--- src/rtl/fft_pkg.sv ---
// rtl/fft_pkg.sv - shared types and elaboration-time helpers for the iterative FFT core
package fft_pkg;

  typedef enum logic [1:0] {LOAD, COMPUTE, UNLOAD} fft_state_e;

  localparam real PI = 3.141592653589793;

  function automatic int idx_width(input int n);
    return (n > 1) ? $clog2(n) : 1;
  endfunction

  function automatic int bitrev(input int k, input int bits);
    int r;
    r = 0;
    for (int i = 0; i < bits; i++) r = (r << 1) | ((k >> i) & 1);
    return r;
  endfunction

  // cos/sin(2*pi*t/n) in Q1.(w-1); +1.0 clamps to the largest positive code
  function automatic int twiddle_q(input int t, input int n, input int w, input bit is_sin);
    real ang, v;
    int  q;
    ang = 2.0 * PI * t / n;
    v   = is_sin ? $sin(ang) : $cos(ang);
    q   = $rtoi($floor(v * real'(longint'(1) << (w - 1)) + 0.5));
    if (q > (1 << (w - 1)) - 1) q = (1 << (w - 1)) - 1;
    return q;
  endfunction

endpackage

--- src/rtl/fft_butterfly.sv ---
// rtl/fft_butterfly.sv - registered radix-2 DIT butterfly with rounding, scaling and saturation
module fft_butterfly
  import fft_pkg::*;
#(
  parameter int W     = 16,
  parameter int SCALE = 1
) (
  input  logic                clk,
  input  logic                rst_n,
  input  logic                en,
  input  logic                inv,
  input  logic signed [W-1:0] a_re,
  input  logic signed [W-1:0] a_im,
  input  logic signed [W-1:0] c_re,
  input  logic signed [W-1:0] c_im,
  input  logic signed [W-1:0] w_cos,
  input  logic signed [W-1:0] w_sin,
  output logic signed [W-1:0] y0_re,
  output logic signed [W-1:0] y0_im,
  output logic signed [W-1:0] y1_re,
  output logic signed [W-1:0] y1_im
);

  localparam int PW = 2 * W + 1;
  localparam int SW = W + 3;
  localparam logic signed [PW-1:0] RND  = PW'(1 << (W - 2));
  localparam logic signed [SW-1:0] MAXV = SW'((1 << (W - 1)) - 1);
  localparam logic signed [SW-1:0] MINV = -MAXV - SW'(1);

  logic signed [PW-1:0] cr_x, ci_x, wr_x, wi_x, prod_re, prod_im, rnd_re, rnd_im;
  logic signed [SW-1:0] t_re, t_im, a_re_x, a_im_x, s0_re, s0_im, s1_re, s1_im;

  function automatic logic signed [W-1:0] post(input logic signed [SW-1:0] s);
    logic signed [SW-1:0] v;
    v = (SCALE != 0) ? ((s + SW'(1)) >>> 1) : s;
    if (v > MAXV) return MAXV[W-1:0];
    if (v < MINV) return MINV[W-1:0];
    return v[W-1:0];
  endfunction

  // Inverse transform uses the conjugate twiddle: W = cos + j*sin instead of cos - j*sin
  always_comb begin
    cr_x    = PW'(c_re);
    ci_x    = PW'(c_im);
    wr_x    = PW'(w_cos);
    wi_x    = inv ? PW'(w_sin) : -PW'(w_sin);
    prod_re = cr_x * wr_x - ci_x * wi_x;
    prod_im = cr_x * wi_x + ci_x * wr_x;
    rnd_re  = (prod_re + RND) >>> (W - 1);
    rnd_im  = (prod_im + RND) >>> (W - 1);
    t_re    = rnd_re[SW-1:0];
    t_im    = rnd_im[SW-1:0];
    a_re_x  = SW'(a_re);
    a_im_x  = SW'(a_im);
    s0_re   = a_re_x + t_re;
    s0_im   = a_im_x + t_im;
    s1_re   = a_re_x - t_re;
    s1_im   = a_im_x - t_im;
  end

  always_ff @(posedge clk or negedge rst_n) begin
    if (!rst_n) begin
      y0_re <= '0;
      y0_im <= '0;
      y1_re <= '0;
      y1_im <= '0;
    end else if (en) begin
      y0_re <= post(s0_re);
      y0_im <= post(s0_im);
      y1_re <= post(s1_re);
      y1_im <= post(s1_im);
    end
  end

endmodule

--- src/rtl/fft_radix2_iter.sv ---
// rtl/fft_radix2_iter.sv - iterative in-place radix-2 DIT FFT/IFFT with streaming load and unload
module fft_radix2_iter
  import fft_pkg::*;
#(
  parameter int N     = 8,
  parameter int W     = 16,
  parameter int SCALE = 1,
  localparam int IW   = idx_width(N)
) (
  input  logic                clk,
  input  logic                rst_n,
  input  logic                in_valid,
  output logic                in_ready,
  input  logic signed [W-1:0] in_re,
  input  logic signed [W-1:0] in_im,
  input  logic                in_inv,
  output logic                out_valid,
  input  logic                out_ready,
  output logic signed [W-1:0] out_re,
  output logic signed [W-1:0] out_im,
  output logic [IW-1:0]       out_idx,
  output logic                out_last,
  output logic                busy
);

  localparam int LOGN = IW;
  localparam int HALF = N / 2;
  localparam int SW   = idx_width(LOGN);
  localparam int TW   = IW - 1;
  localparam logic [IW-1:0] ONE  = IW'(1);
  localparam logic [IW-1:0] LAST = IW'(N - 1);

  fft_state_e state, state_nx;

  logic [IW-1:0] io_cnt, bfly_cnt;
  logic [SW-1:0] stage_cnt;
  logic          inv_r;

  logic signed [W-1:0] buf_re [N];
  logic signed [W-1:0] buf_im [N];
  logic signed [W-1:0] rom_cos [HALF];
  logic signed [W-1:0] rom_sin [HALF];

  logic          load_fire, out_fire, issue, stage_end, last_stage;
  logic [IW-1:0] mask, addr_a, addr_c;
  logic [TW-1:0] tw_idx;
  logic          wb_valid;
  logic [IW-1:0] wb_a, wb_c;
  logic signed [W-1:0] y0_re, y0_im, y1_re, y1_im;

  for (genvar t = 0; t < HALF; t++) begin : g_rom
    assign rom_cos[t] = W'(twiddle_q(t, N, W, 1'b0));
    assign rom_sin[t] = W'(twiddle_q(t, N, W, 1'b1));
  end

  // bfly_cnt == HALF is the stall slot that lets the last write-back land before the next stage reads
  always_comb begin
    load_fire  = (state == LOAD) && in_valid;
    out_fire   = (state == UNLOAD) && out_ready;
    issue      = (state == COMPUTE) && (bfly_cnt < IW'(HALF));
    stage_end  = (state == COMPUTE) && (bfly_cnt == IW'(HALF));
    last_stage = (stage_cnt == SW'(LOGN - 1));
    mask       = (ONE << stage_cnt) - ONE;
    addr_a     = ((bfly_cnt & ~mask) << 1) | (bfly_cnt & mask);
    addr_c     = addr_a | (ONE << stage_cnt);
    tw_idx     = TW'((bfly_cnt & mask) << (IW'(LOGN - 1) - IW'(stage_cnt)));
  end

  always_comb begin
    state_nx = state;
    case (state)
      LOAD:    if (load_fire && io_cnt == LAST) state_nx = COMPUTE;
      COMPUTE: if (stage_end && last_stage) state_nx = UNLOAD;
      UNLOAD:  if (out_fire && io_cnt == LAST) state_nx = LOAD;
      default: state_nx = LOAD;
    endcase
  end

  always_comb begin
    in_ready  = (state == LOAD);
    busy      = (state != LOAD);
    out_valid = (state == UNLOAD);
    out_re    = out_valid ? buf_re[io_cnt] : '0;
    out_im    = out_valid ? buf_im[io_cnt] : '0;
    out_idx   = out_valid ? io_cnt : '0;
    out_last  = out_valid && (io_cnt == LAST);
  end

  always_ff @(posedge clk or negedge rst_n) begin
    if (!rst_n) begin
      state     <= LOAD;
      io_cnt    <= '0;
      bfly_cnt  <= '0;
      stage_cnt <= '0;
      inv_r     <= 1'b0;
      wb_valid  <= 1'b0;
      wb_a      <= '0;
      wb_c      <= '0;
    end else begin
      state <= state_nx;
      if (load_fire || out_fire) io_cnt <= io_cnt + ONE;
      if (load_fire && io_cnt == '0) inv_r <= in_inv;
      if (stage_end) begin
        bfly_cnt  <= '0;
        stage_cnt <= last_stage ? '0 : stage_cnt + SW'(1);
      end else if (issue) begin
        bfly_cnt <= bfly_cnt + ONE;
      end
      wb_valid <= issue;
      wb_a     <= addr_a;
      wb_c     <= addr_c;
    end
  end

  always_ff @(posedge clk) begin
    if (load_fire) begin
      buf_re[IW'(bitrev(int'(io_cnt), LOGN))] <= in_re;
      buf_im[IW'(bitrev(int'(io_cnt), LOGN))] <= in_im;
    end
    if (wb_valid) begin
      buf_re[wb_a] <= y0_re;
      buf_im[wb_a] <= y0_im;
      buf_re[wb_c] <= y1_re;
      buf_im[wb_c] <= y1_im;
    end
  end

  fft_butterfly #(.W(W), .SCALE(SCALE)) u_bfly (
    .clk   (clk),
    .rst_n (rst_n),
    .en    (issue),
    .inv   (inv_r),
    .a_re  (buf_re[addr_a]),
    .a_im  (buf_im[addr_a]),
    .c_re  (buf_re[addr_c]),
    .c_im  (buf_im[addr_c]),
    .w_cos (rom_cos[tw_idx]),
    .w_sin (rom_sin[tw_idx]),
    .y0_re (y0_re),
    .y0_im (y0_im),
    .y1_re (y1_re),
    .y1_im (y1_im)
  );

endmodule
--- config.mk ---
export PLATFORM = sky130hd
export DESIGN_NAME = fft_radix2_iter
export DESIGN_NICKNAME = d
export VERILOG_FILES = /design/src/rtl/fft_pkg.sv /design/src/rtl/fft_butterfly.sv /design/src/rtl/fft_radix2_iter.sv
export SDC_FILE = /design/constraint.sdc
export NUM_CORES = 2
export LEC_CHECK = 0
export ABC_AREA = 1
export CAP_MARGIN = 40
export CORE_MARGIN = 3
export CORE_UTILIZATION = 60
export DETAILED_ROUTE_END_ITERATION = 6
export PLACE_DENSITY_LB_ADDON = 0.05
export SLEW_MARGIN = 0
export SYNTH_ARGS = -nofsm -noshare
export SYNTH_HDL_FRONTEND = slang
export SYNTH_SLANG_ARGS = --single-unit
--- constraint.sdc ---
create_clock -name clk -period 17.6 [get_ports clk]
set_clock_uncertainty 0.15 [all_clocks]
set_input_delay 3.52 -clock clk [delete_from_list [all_inputs] [get_ports clk]]
set_output_delay 3.52 -clock clk [all_outputs]
set_load 0.005 [all_outputs]
==> run metrics <==
die area=113,000 um2; #FFs+latches synth=338; ANT nets after route=0; post-synth net total=9,451; slew margin rel.=32.1%; slowest stage delay, CP=0.68 ns; crit share post-route=93.5%; Post-CTS Resized=0; Residual DRC=6; slowest CP cell=nor2_8; # nets final=9,321; hold buffer count at cts=0; HPWL after DPL=160,000 um; top cells by area, synth=fa_1 (34%), edfxtp_1 (12%), inv_1 (10%); Reg clk slew, reported paths=0.07 ns; worst-path fanout max=46; Iteration-0 DRC Markers=5,994; vias in the first global route=54,600; clock buffer depth=3; setup TNS=0 ns; overall global routing resource usage=37.8%; drt pass-1 iters=7; H-tree depth=2; CTS Buf Count=34; FILL cells=9,307; Most common cell on crit path=inv_1; Hold WS=0.334 ns; Die Ht=337 um; clk sinks=338; RSZ-0062 raised after global routing=no; first-pass GRT wire length=321,000 um; Final Util=64.0%; Arr. time, crit path=16.79 ns; most common cell after layout, fill and taps aside=inv_1; Synth top area share=33.5%; Initial Util=60.9%; Synth area leader=fa_1; wire per inst=23.1 um; Crit Path Category=register to register; RePlAce Congestion=1.01; library cells used by synthesis=58; syn_area_per_cell=8.42 um2; IO buf count=75; Storage cell area=9740 um2; most frequent cells in the layout=inv_1 (1,763), fa_1 (1,099), nand2_1 (961), o21ai_0 (607), a21oi_1 (526); CP Capture Type=register; initial antenna violation count=4; Routed WL=210,000 um; CTS tree=built; Yosys warnings=0; Via density=5.99; min-delay worst type=register to register; Syn Inst Count=7,794; CP required=17.93 ns; max_cap viols=0; Post-CTS Setup Inserts=0; slew at the pin closest to its max-slew limit=1.02 ns; R2R setup slack=1.14 ns; Hold Fails Final Rpt=0; final worst slack=1.14 ns; area of the mapped netlist=65,600 um2; Root Driver=clkbuf_16; largest net degree at the start of global routing=130; Tmin final=16.46 ns; Max Fclk=60.8 MHz; worst slack, placed=1.45 ns; Site Rows=120; status=finished with violations; crit start category=register; core area=108,000 um2; Overflow after GRT=0; I/O pin cnt=76; via count=54,500; sequential area share after synthesis=14.8%; area occupied by multi-input gates=47,700 um2; clock latency on the worst-skew pair=0.55 ns; violated checks=design-rule violations; DIE WIDTH=337 um; Max Slew Vio Count=0; Final setup viols=0; Syn-to-layout area delta=5.13%; fraction of layout cells with a size suffix above 1=3.60%
metal layers:
metal	part of all wire [%]	GRT usage [%]	up-vias
met5	0.0081	0	-
li1	-	-	24400
met3	11	7.71	673
met4	6.2	19.4	2
met2	45	58.6	2997
met1	38	50.6	26400
cell usage after synthesis (all sizes together):
cell	instances
a22o	1
nor4b	1
nor3	35
or2	30
o221ai	4
a21boi	21
xnor3	1
clkinv	35
nand3	163
nand3b	11
o21ai	624
ha	521
a31oi	17
edfxtp	256
a22oi	30
inv	1779
o2111ai	3
nor4	8
nand2	988
a21o	17
a41oi	1
o21a	42
o31ai	20
clkbuf	269
a21oi	527
o22ai	5
xor2	138
o221a	2
nor2	472
fa	1099
xnor2	74
o21bai	30
a211oi	10
and2	2
nand4	20
dfrtp	82
o211ai	373
buf	83
layout make-up:
| type | count | share of cell area [%] |
|---|---|---|
| Antenna cell | 3 | 0.0109 |
| Clock buffer | 40 | 1.37 |
| Clock inverter | 21 | 0.363 |
| Inverter | 1814 | 9.88 |
| Multi-Input combinational cell | 5290 | 69.2 |
| Sequential cell | 338 | 14.1 |
| Tap cell | 1403 | 2.54 |
| Timing Repair Buffer | 186 | 2.53 |
final timing paths:
kind	from	end	cells after the start
min reg2reg	u_bfly.y1_re[7]$_DFFE_PN0P_	u_bfly.y1_re[7]$_DFFE_PN0P_	2
min	u_bfly.y1_re[7]$_DFFE_PN0P_	u_bfly.y1_re[7]$_DFFE_PN0P_	2
max in group asynchronous	rst_n	io_cnt[0]$_DFFE_PN0P_	2
min in group asynchronous	rst_n	u_bfly.y0_im[7]$_DFFE_PN0P_	1
max	stage_cnt[0]$_DFFE_PN0P_	u_bfly.y1_re[13]$_DFFE_PN0P_	69
max reg2reg	stage_cnt[0]$_DFFE_PN0P_	u_bfly.y1_re[13]$_DFFE_PN0P_	69
per-stage QoR:
stage,instances,cell area [um2]
2_1_floorplan,7794,65600
3_3_place_gp,9017,67500
3_5_place_dp,9030,67800
4_1_cts,9091,69000
5_1_grt,9094,69000
6_report,9095,69000
cell families (layout without fill, tap and decap cells):
kind of cell | after synthesis | in the layout | share of synthesized area, %
buffers and inverters | 2166 | 2061 | 12.6
adders and majority gates | 1620 | 1620 | 43.5
xor gates and xnor gates | 213 | 213 | 2.89
AOI/OAI and AO/OA | 1727 | 1727 | 15.4
and+or+nand+nor | 1730 | 1730 | 10.8
DFF | 338 | 338 | 14.8
other | 0 | 3 | 0
flip-flops by register name (all words and copies together) (netlist names):
register	flops
u_bfly.y0_im	16
u_bfly.y1_im	16
state	2
wb_c	3
buf_im	128
inv_r	1
buf_re	128
wb_valid	1
stage_cnt	2
u_bfly.y0_re	16
u_bfly.y1_re	16
wb_a	3
bfly_cnt	3
io_cnt	3
worst max-delay path, delay by kind of cell (launching register included):
| family | cells | cell delay [ns] |
|---|---|---|
| AO/OA/AOI/OAI | 12 | 2.57 |
| XOR/XNOR | 3 | 0.65 |
| adder cells (fa/ha/maj) | 17 | 7.59 |
| buffers and inverters | 16 | 2.11 |
| flip-flops | 1 | 0.47 |
| AND/OR/NAND/NOR | 21 | 2.84 |
Power is left out: the tool's default activity adds up to more than one toggle a clock period on the data nets, which glitch-free logic cannot reach.
